## src/rtl/control_mascota_fsm.sv

```systemverilog
// control_mascota_fsm
// Virtual pet controller. Five debounced toggle inputs are turned into
// one-cycle events. These events, a free-running tick and a slower decay step
// drive the pet state and its energy and health levels.
//
// Ports
//   clk                 system clock, rising-edge active
//   reset               asynchronous, active-low reset
//   Senal_Test          toggle: flips modo_test (accepted in every state)
//   Senal_Energia       toggle: energia +1 (ACTIVO, JUGANDO, ENFERMO)
//   Senal_Medicina      toggle: salud +1 (any state but MUERTO)
//   Senal_fot           toggle: ACTIVO <-> DORMIDO
//   Senal_ultrasonido   toggle: ACTIVO -> JUGANDO, costs one energia
//   estado[2:0]         ACTIVO=0 DORMIDO=1 JUGANDO=2 ENFERMO=3 MUERTO=4
//   nivel_energia[2:0]  0..5
//   nivel_salud[2:0]    0..5
//   modo_test           1 selects the accelerated tick period
//   tick                one-cycle pulse, high in the cycle the tick's effects become visible
//   evento              one-cycle pulse when at least one event was accepted
module control_mascota_fsm #(
    parameter int TICK_CYCLES      = 50000000,
    parameter int TICK_CYCLES_TEST = 5000000,
    parameter int DECAY_TICKS      = 10,
    parameter int JUEGO_TICKS      = 3
) (
    input  logic       clk,
    input  logic       reset,
    input  logic       Senal_Test,
    input  logic       Senal_Energia,
    input  logic       Senal_Medicina,
    input  logic       Senal_fot,
    input  logic       Senal_ultrasonido,
    output logic [2:0] estado,
    output logic [2:0] nivel_energia,
    output logic [2:0] nivel_salud,
    output logic       modo_test,
    output logic       tick,
    output logic       evento
);

    typedef enum logic [2:0] {
        ACTIVO  = 3'd0,
        DORMIDO = 3'd1,
        JUGANDO = 3'd2,
        ENFERMO = 3'd3,
        MUERTO  = 3'd4
    } estado_e;

    localparam int TICK_MAX = (TICK_CYCLES > TICK_CYCLES_TEST) ? TICK_CYCLES : TICK_CYCLES_TEST;
    localparam int CNT_W    = $clog2(TICK_MAX + 1);
    localparam int DEC_W    = $clog2(DECAY_TICKS + 1);
    localparam int PLAY_W   = $clog2(JUEGO_TICKS + 1);

    localparam logic [CNT_W-1:0]  LAST_NORM = CNT_W'(TICK_CYCLES - 1);
    localparam logic [CNT_W-1:0]  LAST_TEST = CNT_W'(TICK_CYCLES_TEST - 1);
    localparam logic [DEC_W-1:0]  LAST_DEC  = DEC_W'(DECAY_TICKS - 1);
    localparam logic [PLAY_W-1:0] LAST_PLAY = PLAY_W'(JUEGO_TICKS - 1);

    // Bit positions of the five event sources inside the packed vectors.
    localparam int EV_TEST = 0;
    localparam int EV_ENER = 1;
    localparam int EV_MED  = 2;
    localparam int EV_FOT  = 3;
    localparam int EV_ULT  = 4;

    // Signed sum of the level and its same-cycle contributions, clamped to 0..5.
    function automatic logic [2:0] clamp_lvl(input logic signed [4:0] v);
        logic [2:0] r;
        if (v < 5'sd0) begin
            r = 3'd0;
        end else if (v > 5'sd5) begin
            r = 3'd5;
        end else begin
            r = v[2:0];
        end
        return r;
    endfunction

    logic [4:0]        senal_s;
    logic [4:0]        sync1_q, sync2_q, prev_q;
    logic [4:0]        ev_s;
    logic [1:0]        arm_q, arm_d;
    logic              armed_s;
    logic [CNT_W-1:0]  tick_cnt_q, tick_cnt_d, tick_last_s;
    logic [DEC_W-1:0]  dec_cnt_q, dec_cnt_d;
    logic [PLAY_W-1:0] play_cnt_q, play_cnt_d;
    logic              tick_s, decay_s, play_done_s;
    logic              acc_test_s, acc_ener_s, acc_med_s, acc_fot_s, acc_ult_s;
    logic signed [4:0] e_sum_s, s_sum_s;
    logic [2:0]        energia_q, energia_d, salud_q, salud_d;
    logic              modo_q, modo_d, tick_q, tick_d, evento_q, evento_d;
    estado_e           estado_q, estado_d;

    assign senal_s = {Senal_ultrasonido, Senal_fot, Senal_Medicina, Senal_Energia, Senal_Test};

    // Event acceptance, counters and level arithmetic for the coming edge.
    always_comb begin
        armed_s = (arm_q == 2'd3);
        arm_d   = armed_s ? 2'd3 : (arm_q + 2'd1);
        // prev_q keeps following sync2_q while unarmed, so toggles seen during arming are lost.
        ev_s    = armed_s ? (sync2_q ^ prev_q) : 5'b00000;

        acc_test_s = ev_s[EV_TEST];
        acc_ener_s = ev_s[EV_ENER] &&
                     ((estado_q == ACTIVO) || (estado_q == JUGANDO) || (estado_q == ENFERMO));
        acc_med_s  = ev_s[EV_MED] && (estado_q != MUERTO);
        acc_fot_s  = ev_s[EV_FOT] && ((estado_q == ACTIVO) || (estado_q == DORMIDO));
        // fot has priority, so a coincident ult is dropped rather than queued.
        acc_ult_s  = ev_s[EV_ULT] && (estado_q == ACTIVO) && (energia_q != 3'd0) && !acc_fot_s;

        tick_last_s = modo_q ? LAST_TEST : LAST_NORM;
        tick_s      = (tick_cnt_q >= tick_last_s);
        if (acc_test_s || tick_s) begin
            tick_cnt_d = '0;
        end else begin
            tick_cnt_d = tick_cnt_q + CNT_W'(1);
        end

        decay_s   = 1'b0;
        dec_cnt_d = dec_cnt_q;
        if (tick_s) begin
            if (dec_cnt_q >= LAST_DEC) begin
                dec_cnt_d = '0;
                decay_s   = (estado_q != MUERTO);
            end else begin
                dec_cnt_d = dec_cnt_q + DEC_W'(1);
            end
        end else begin
            dec_cnt_d = dec_cnt_q;
        end

        play_done_s = 1'b0;
        play_cnt_d  = play_cnt_q;
        if (acc_ult_s) begin
            play_cnt_d = '0;
        end else if (tick_s && (estado_q == JUGANDO)) begin
            if (play_cnt_q >= LAST_PLAY) begin
                play_cnt_d  = '0;
                play_done_s = 1'b1;
            end else begin
                play_cnt_d = play_cnt_q + PLAY_W'(1);
            end
        end else begin
            play_cnt_d = play_cnt_q;
        end

        e_sum_s = $signed({2'b00, energia_q});
        s_sum_s = $signed({2'b00, salud_q});
        if (acc_ener_s) begin
            e_sum_s = e_sum_s + 5'sd1;
        end else begin
            e_sum_s = e_sum_s;
        end
        if (acc_ult_s) begin
            e_sum_s = e_sum_s - 5'sd1;
        end else begin
            e_sum_s = e_sum_s;
        end
        if (acc_med_s) begin
            s_sum_s = s_sum_s + 5'sd1;
        end else begin
            s_sum_s = s_sum_s;
        end
        if (decay_s) begin
            e_sum_s = (estado_q == DORMIDO) ? (e_sum_s + 5'sd1) : (e_sum_s - 5'sd1);
            // Starvation is judged on the energy held before this step.
            s_sum_s = (energia_q == 3'd0) ? (s_sum_s - 5'sd1) : s_sum_s;
        end else begin
            e_sum_s = e_sum_s;
        end
        energia_d = clamp_lvl(e_sum_s);
        salud_d   = clamp_lvl(s_sum_s);

        modo_d   = modo_q ^ acc_test_s;
        tick_d   = tick_s;
        evento_d = acc_test_s || acc_ener_s || acc_med_s || acc_fot_s || acc_ult_s;
    end

    // Next-state logic; health-driven transitions outrank event-driven ones.
    always_comb begin
        estado_d = estado_q;
        case (estado_q)
            ACTIVO, DORMIDO, JUGANDO, ENFERMO: begin
                if (salud_d == 3'd0) begin
                    estado_d = MUERTO;
                end else if (((estado_q == ACTIVO) || (estado_q == JUGANDO)) && (salud_d <= 3'd1)) begin
                    estado_d = ENFERMO;
                end else if ((estado_q == ENFERMO) && (salud_d >= 3'd3)) begin
                    estado_d = ACTIVO;
                end else if (acc_fot_s) begin
                    estado_d = (estado_q == ACTIVO) ? DORMIDO : ACTIVO;
                end else if (acc_ult_s) begin
                    estado_d = JUGANDO;
                end else if (play_done_s) begin
                    estado_d = ACTIVO;
                end else begin
                    estado_d = estado_q;
                end
            end
            MUERTO: begin
                estado_d = MUERTO;
            end
            default: begin
                estado_d = ACTIVO;
            end
        endcase
    end

    // State register.
    always_ff @(posedge clk or negedge reset) begin
        if (!reset) begin
            estado_q <= ACTIVO;
        end else begin
            estado_q <= estado_d;
        end
    end

    // Synchronizers, counters, levels and registered pulse outputs.
    always_ff @(posedge clk or negedge reset) begin
        if (!reset) begin
            sync1_q    <= 5'b00000;
            sync2_q    <= 5'b00000;
            prev_q     <= 5'b00000;
            arm_q      <= 2'd0;
            tick_cnt_q <= '0;
            dec_cnt_q  <= '0;
            play_cnt_q <= '0;
            energia_q  <= 3'd5;
            salud_q    <= 3'd5;
            modo_q     <= 1'b0;
            tick_q     <= 1'b0;
            evento_q   <= 1'b0;
        end else begin
            sync1_q    <= senal_s;
            sync2_q    <= sync1_q;
            prev_q     <= sync2_q;
            arm_q      <= arm_d;
            tick_cnt_q <= tick_cnt_d;
            dec_cnt_q  <= dec_cnt_d;
            play_cnt_q <= play_cnt_d;
            energia_q  <= energia_d;
            salud_q    <= salud_d;
            modo_q     <= modo_d;
            tick_q     <= tick_d;
            evento_q   <= evento_d;
        end
    end

    // Outputs come straight from flops.
    always_comb begin
        estado        = estado_q;
        nivel_energia = energia_q;
        nivel_salud   = salud_q;
        modo_test     = modo_q;
        tick          = tick_q;
        evento        = evento_q;
    end

endmodule

```

## config.mk

```make
export PLATFORM = sky130hd
export DESIGN_NAME = control_mascota_fsm
export DESIGN_NICKNAME = d
export VERILOG_FILES = /design/src/rtl/control_mascota_fsm.sv
export SDC_FILE = /design/constraint.sdc
export NUM_CORES = 1
export LEC_CHECK = 0
export ABC_CLOCK_PERIOD_IN_PS = 5500
export BUFFER_PORTS_ARGS = -buffer_cell sky130_fd_sc_hd__buf_2
export CORE_ASPECT_RATIO = 1.5
export CORE_MARGIN = 4
export CORE_UTILIZATION = 44
export CTS_CLUSTER_DIAMETER = 200
export DETAILED_ROUTE_END_ITERATION = 7
export HOLD_SLACK_MARGIN = 0.05
export PLACE_DENSITY = 0.66
export SLEW_MARGIN = 25
export SYNTH_ARGS = -nofsm -noshare
export SYNTH_HDL_FRONTEND = slang
export SYNTH_SLANG_ARGS = --single-unit
```

## constraint.sdc

```tcl
create_clock -name clk -period 5.5 [get_ports clk]
set_clock_uncertainty 0.2 [all_clocks]
set_input_delay 1.1 -clock clk [delete_from_list [all_inputs] [get_ports clk]]
set_output_delay 1.1 -clock clk [all_outputs]
set_load 0.1 [all_outputs]
```

==> summary.md <==
| Metric | Value |
|---|---|
| Combinational Power Share | `11.8%` |
| First-pass GRT wire length | `13000 um` |
| Largest net degree at the start of global routing | `62` |
| Crit Path Class | `reg -> reg` |
| Mean Syn Cell Area | `9.66 um^2` |
| Die area | `10000 um^2` |
| Final hold slack | `0.145 ns` |
| Vias per cell | `5.59` |
| Post-synth EDFFs | `0` |
| Worst Reg-to-Reg Cells | `15` |
| Overflow after GRT | `0` |
| Core ar. | `8160 um^2` |
| Worst stage delay on the critical path | `0.60 ns` |
| Top cell type by total area after synthesis | `dfrtp_1` |
| Final nets | `439` |
| Drc violations | `0` |
| Leakage | `1.86 nW` |
| Worst R2R End | `nivel_energia[1]$_DFF_PN0_` |
| MaxCap Viol Count | `0` |
| Via count | `2883` |
| Most used cell, CP | `inv_1` |
| Share of Yosys cell area claimed by the top area cell type | `38.3%` |
| Fin. max-slew vios | `0` |
| 1st-iter DRT viols | `59` |
| Worst path buffer plus inverter count | `3` |
| Cell Area, Synth | `3730 um^2` |
| I/O pin total | `19` |
| CTS tree | `done` |
| Min-delay worst type | `reg -> reg` |
| Final worst path period need | `3.81 ns` |
| Cell family with the largest share of critical-path delay | `simple AND/OR/NAND/NOR gates` |
| Die W | `83.2 um` |
| Synth Flop Type | `dfrtp_1` |
| WP data arrival | `3.81 ns` |
| #FFs+latches synth | `61` |
| RSZ-0062 raised after global routing | `false` |
| H-tree Lvls | `3` |
| CP max FO | `7` |
| CTS hold repair buffers | `0` |
| Gr usage total | `15.9%` |
| Master of the slowest instance on the critical path | `dfstp_2` |
| WL/cell | `14.6 um` |
| Mapped Nets | `419` |
| Top cells by area, synth | `dfrtp_1 38%, ha_1 8.4%, xor2_1 5.2%, nor2_1 5.1%, xnor2_1 4.5%` |
| Final setup violation count | `0` |
| Gpl congestion | `0.894` |
| Detailed Routing Iterations Pass 1 | `4` |
| Seq/Total Area, Yosys | `41.1%` |
| Pwr dens | `271 nW/um^2` |
| Synth cell types | `65` |
| Layout area overhead | `12.2%` |
| Switching power share of the total | `26.8%` |
| Final antenna-violating net count | `0` |
| Flop pwr share | `42.9%` |
| Slew headroom | `49.3%` |
| Ys async rst share | `100%` |
| Share of cells above drive strength 1 | `14.1%` |
| Post-Route WL | `7560 um` |
| WP depth | `15` |
| Cell-internal power | `0.828 mW` |
| NetSw | `0.304 mW` |
| Initial antenna violation count | `0` |
| Clock power share | `45.3%` |
| Die Ht | `121 um` |
| Critical Path End | `nivel_energia[1]$_DFF_PN0_` |
| Worst Slack Setup Final | `1.69 ns` |
| Cell Chain, Critical Path | `inv_1 > ha_1 > nor2b_1 > nor4_1 > and2_1 > mux2i_1 > inv_1 > fa_1 > inv_1 > a21o_1 > a21oi_1 > xnor2_1 > nor2_1 > xor2_1 > nor3_1` |
| Worst r2r src | `nivel_energia[0]$_DFF_PN1_` |
| Starting Density | `45.7%` |
| Clock transition at path regs | `0.05 ns` |
| Post-CTS Setup Repair Bufs | `0` |
| Crit path launch | `nivel_energia[0]$_DFF_PN1_` |
| Final instance area | `4180 um^2` |
| CTS sink cnt | `61` |
| Setup crit end kind | `register` |
| Mapped Cells | `386` |
| FP Rows | `40` |
| Vias in the first global route | `2961` |
| Tot Pwr | `1.13 mW` |
| Fmax achieved | `263 MHz` |
| Clock buffer depth | `2` |
| R2R Setup Slk | `1.69 ns` |
| Period utilization | `69.2%` |
| Max IR drop VDD | `0.248 mV` |
| Type of origin of the critical path | `register` |
| Post-CTS sizing | `0` |
| Synthesis Warnings | `0` |
| Worst Path Required | `5.50 ns` |
| Hold Violations, Final | `0` |
| Worst slew pin tran | `0.760 ns` |
| Fillers | `780` |
| Post-DP Area | `3900 um^2` |
| Setup TNS | `0 ns` |
| Worst skew pair latency | `0.32 ns` |
| Hpwl dp | `5530 um` |
| TritonCTS Buffers | `9` |
| PortBufs | `18` |
| N_diodes | `0` |
| Pre-CTS setup slack | `1.71 ns` |
| Status | `completed` |
| Clk root buf | `clkbuf_16` |
==> per-stage QoR <==
step	util, %	std cells
finish	51.3	516
global placement	47.8	500
CTS	51.3	516
floorplan	-	386
detailed placement	47.8	500
global route	51.3	516
==> power by group through the flow <==
stage | combinational (mW) | sequential [mW] | clock, mW
floorplan | 0.0689 | 0.520 | 0
global placement | 0.130 | 0.493 | 0
detailed placement | 0.136 | 0.493 | 0
CTS | 0.136 | 0.486 | 0.533
global route | 0.151 | 0.489 | 0.552
finish | 0.133 | 0.486 | 0.513
==> logic make-up after synthesis <==
group / share of synthesized area, %
AOI/OAI and AO/OA: 12.8
xor gates and xnor gates: 10.1
adders and majority gates: 8.93
buffers and inverters: 2.85
DFF: 41.1
muxes: 1.38
and+or+nand+nor: 22.9
==> how the worst min path moves through the flow <==
stage / start / to / slack, ns / cells after the start
finish: sync1_q[0]$_DFF_PN0_ / sync2_q[0]$_DFF_PN0_ / 0.14 / 0
global route: sync1_q[3]$_DFF_PN0_ / sync2_q[3]$_DFF_PN0_ / 0.15 / 0
CTS: sync1_q[0]$_DFF_PN0_ / sync2_q[0]$_DFF_PN0_ / 0.15 / 0
detailed placement: sync1_q[3]$_DFF_PN0_ / sync2_q[3]$_DFF_PN0_ / 0.14 / 0
global placement: sync1_q[1]$_DFF_PN0_ / sync2_q[1]$_DFF_PN0_ / 0.13 / 0
floorplan: sync1_q[0]$_DFF_PN0_ / sync2_q[0]$_DFF_PN0_ / 0.13 / 0
==> cells in the mapped netlist, types with 4 or more instances <==
cell / number
xnor2_1: 19
o21ai_0: 16
nand3_1: 17
nand2_1: 29
and3_1: 4
dfrtp_1: 57
nor2_1: 51
nand4_1: 8
a21oi_1: 15
dfstp_2: 4
nor3_1: 6
inv_1: 14
xor2_1: 22
buf_2: 7
o21a_1: 4
and2_1: 6
ha_1: 25
nand2b_1: 6
mux2i_1: 4
==> flip-flops by register name, summed over array words and instances (netlist names), 2 cells and up <==
| signal | cells |
|---|---|
| arm_q | 2 |
| dec_cnt_q | 4 |
| estado | 3 |
| nivel_energia | 3 |
| nivel_salud | 3 |
| play_cnt_q | 2 |
| prev_q | 5 |
| sync1_q | 5 |
| sync2_q | 5 |
| tick_cnt_q | 26 |
==> per-layer routing <==
layer | up-vias | GRT usage (%) | part of all wire (%)
met4 | 0 | 8.38 | 2.4
li1 | 1413 | - | -
met5 | - | 0 | 0
met1 | 1412 | 16.9 | 41
met2 | 43 | 28.9 | 53
met3 | 15 | 3.75 | 3.2
==> area by class of cell <==
| class | instances | area [um^2] | share of cell area (%) |
|---|---|---|---|
| clock buffers | 12 | 256 | 6.13 |
| clock inverters | 4 | 22.5 | 0.539 |
| inverters | 14 | 52.6 | 1.26 |
| multi-input cells | 301 | 2090 | 50.0 |
| flip-flops and latches | 61 | 1530 | 36.6 |
| well taps | 105 | 131 | 3.14 |
| repair buffers | 19 | 97.6 | 2.33 |
==> layout by cell type (no fill, tap or decap), types with 4 or more instances in the layout <==
master     count
and2_1         6
inv_1         14
o21ai_0       16
mux2i_1        4
nor3_1         6
ha_1          25
nand2_1       29
clkbuf_16      9
o21a_1         4
xnor2_1       19
nand2b_1       6
dfrtp_1       57
nand4_1        8
a21oi_1       15
dfstp_2        4
xor2_1        22
nor2_1        51
buf_2         18
and3_1         4
nand3_1       17
(Power assumes the default switching activity.)
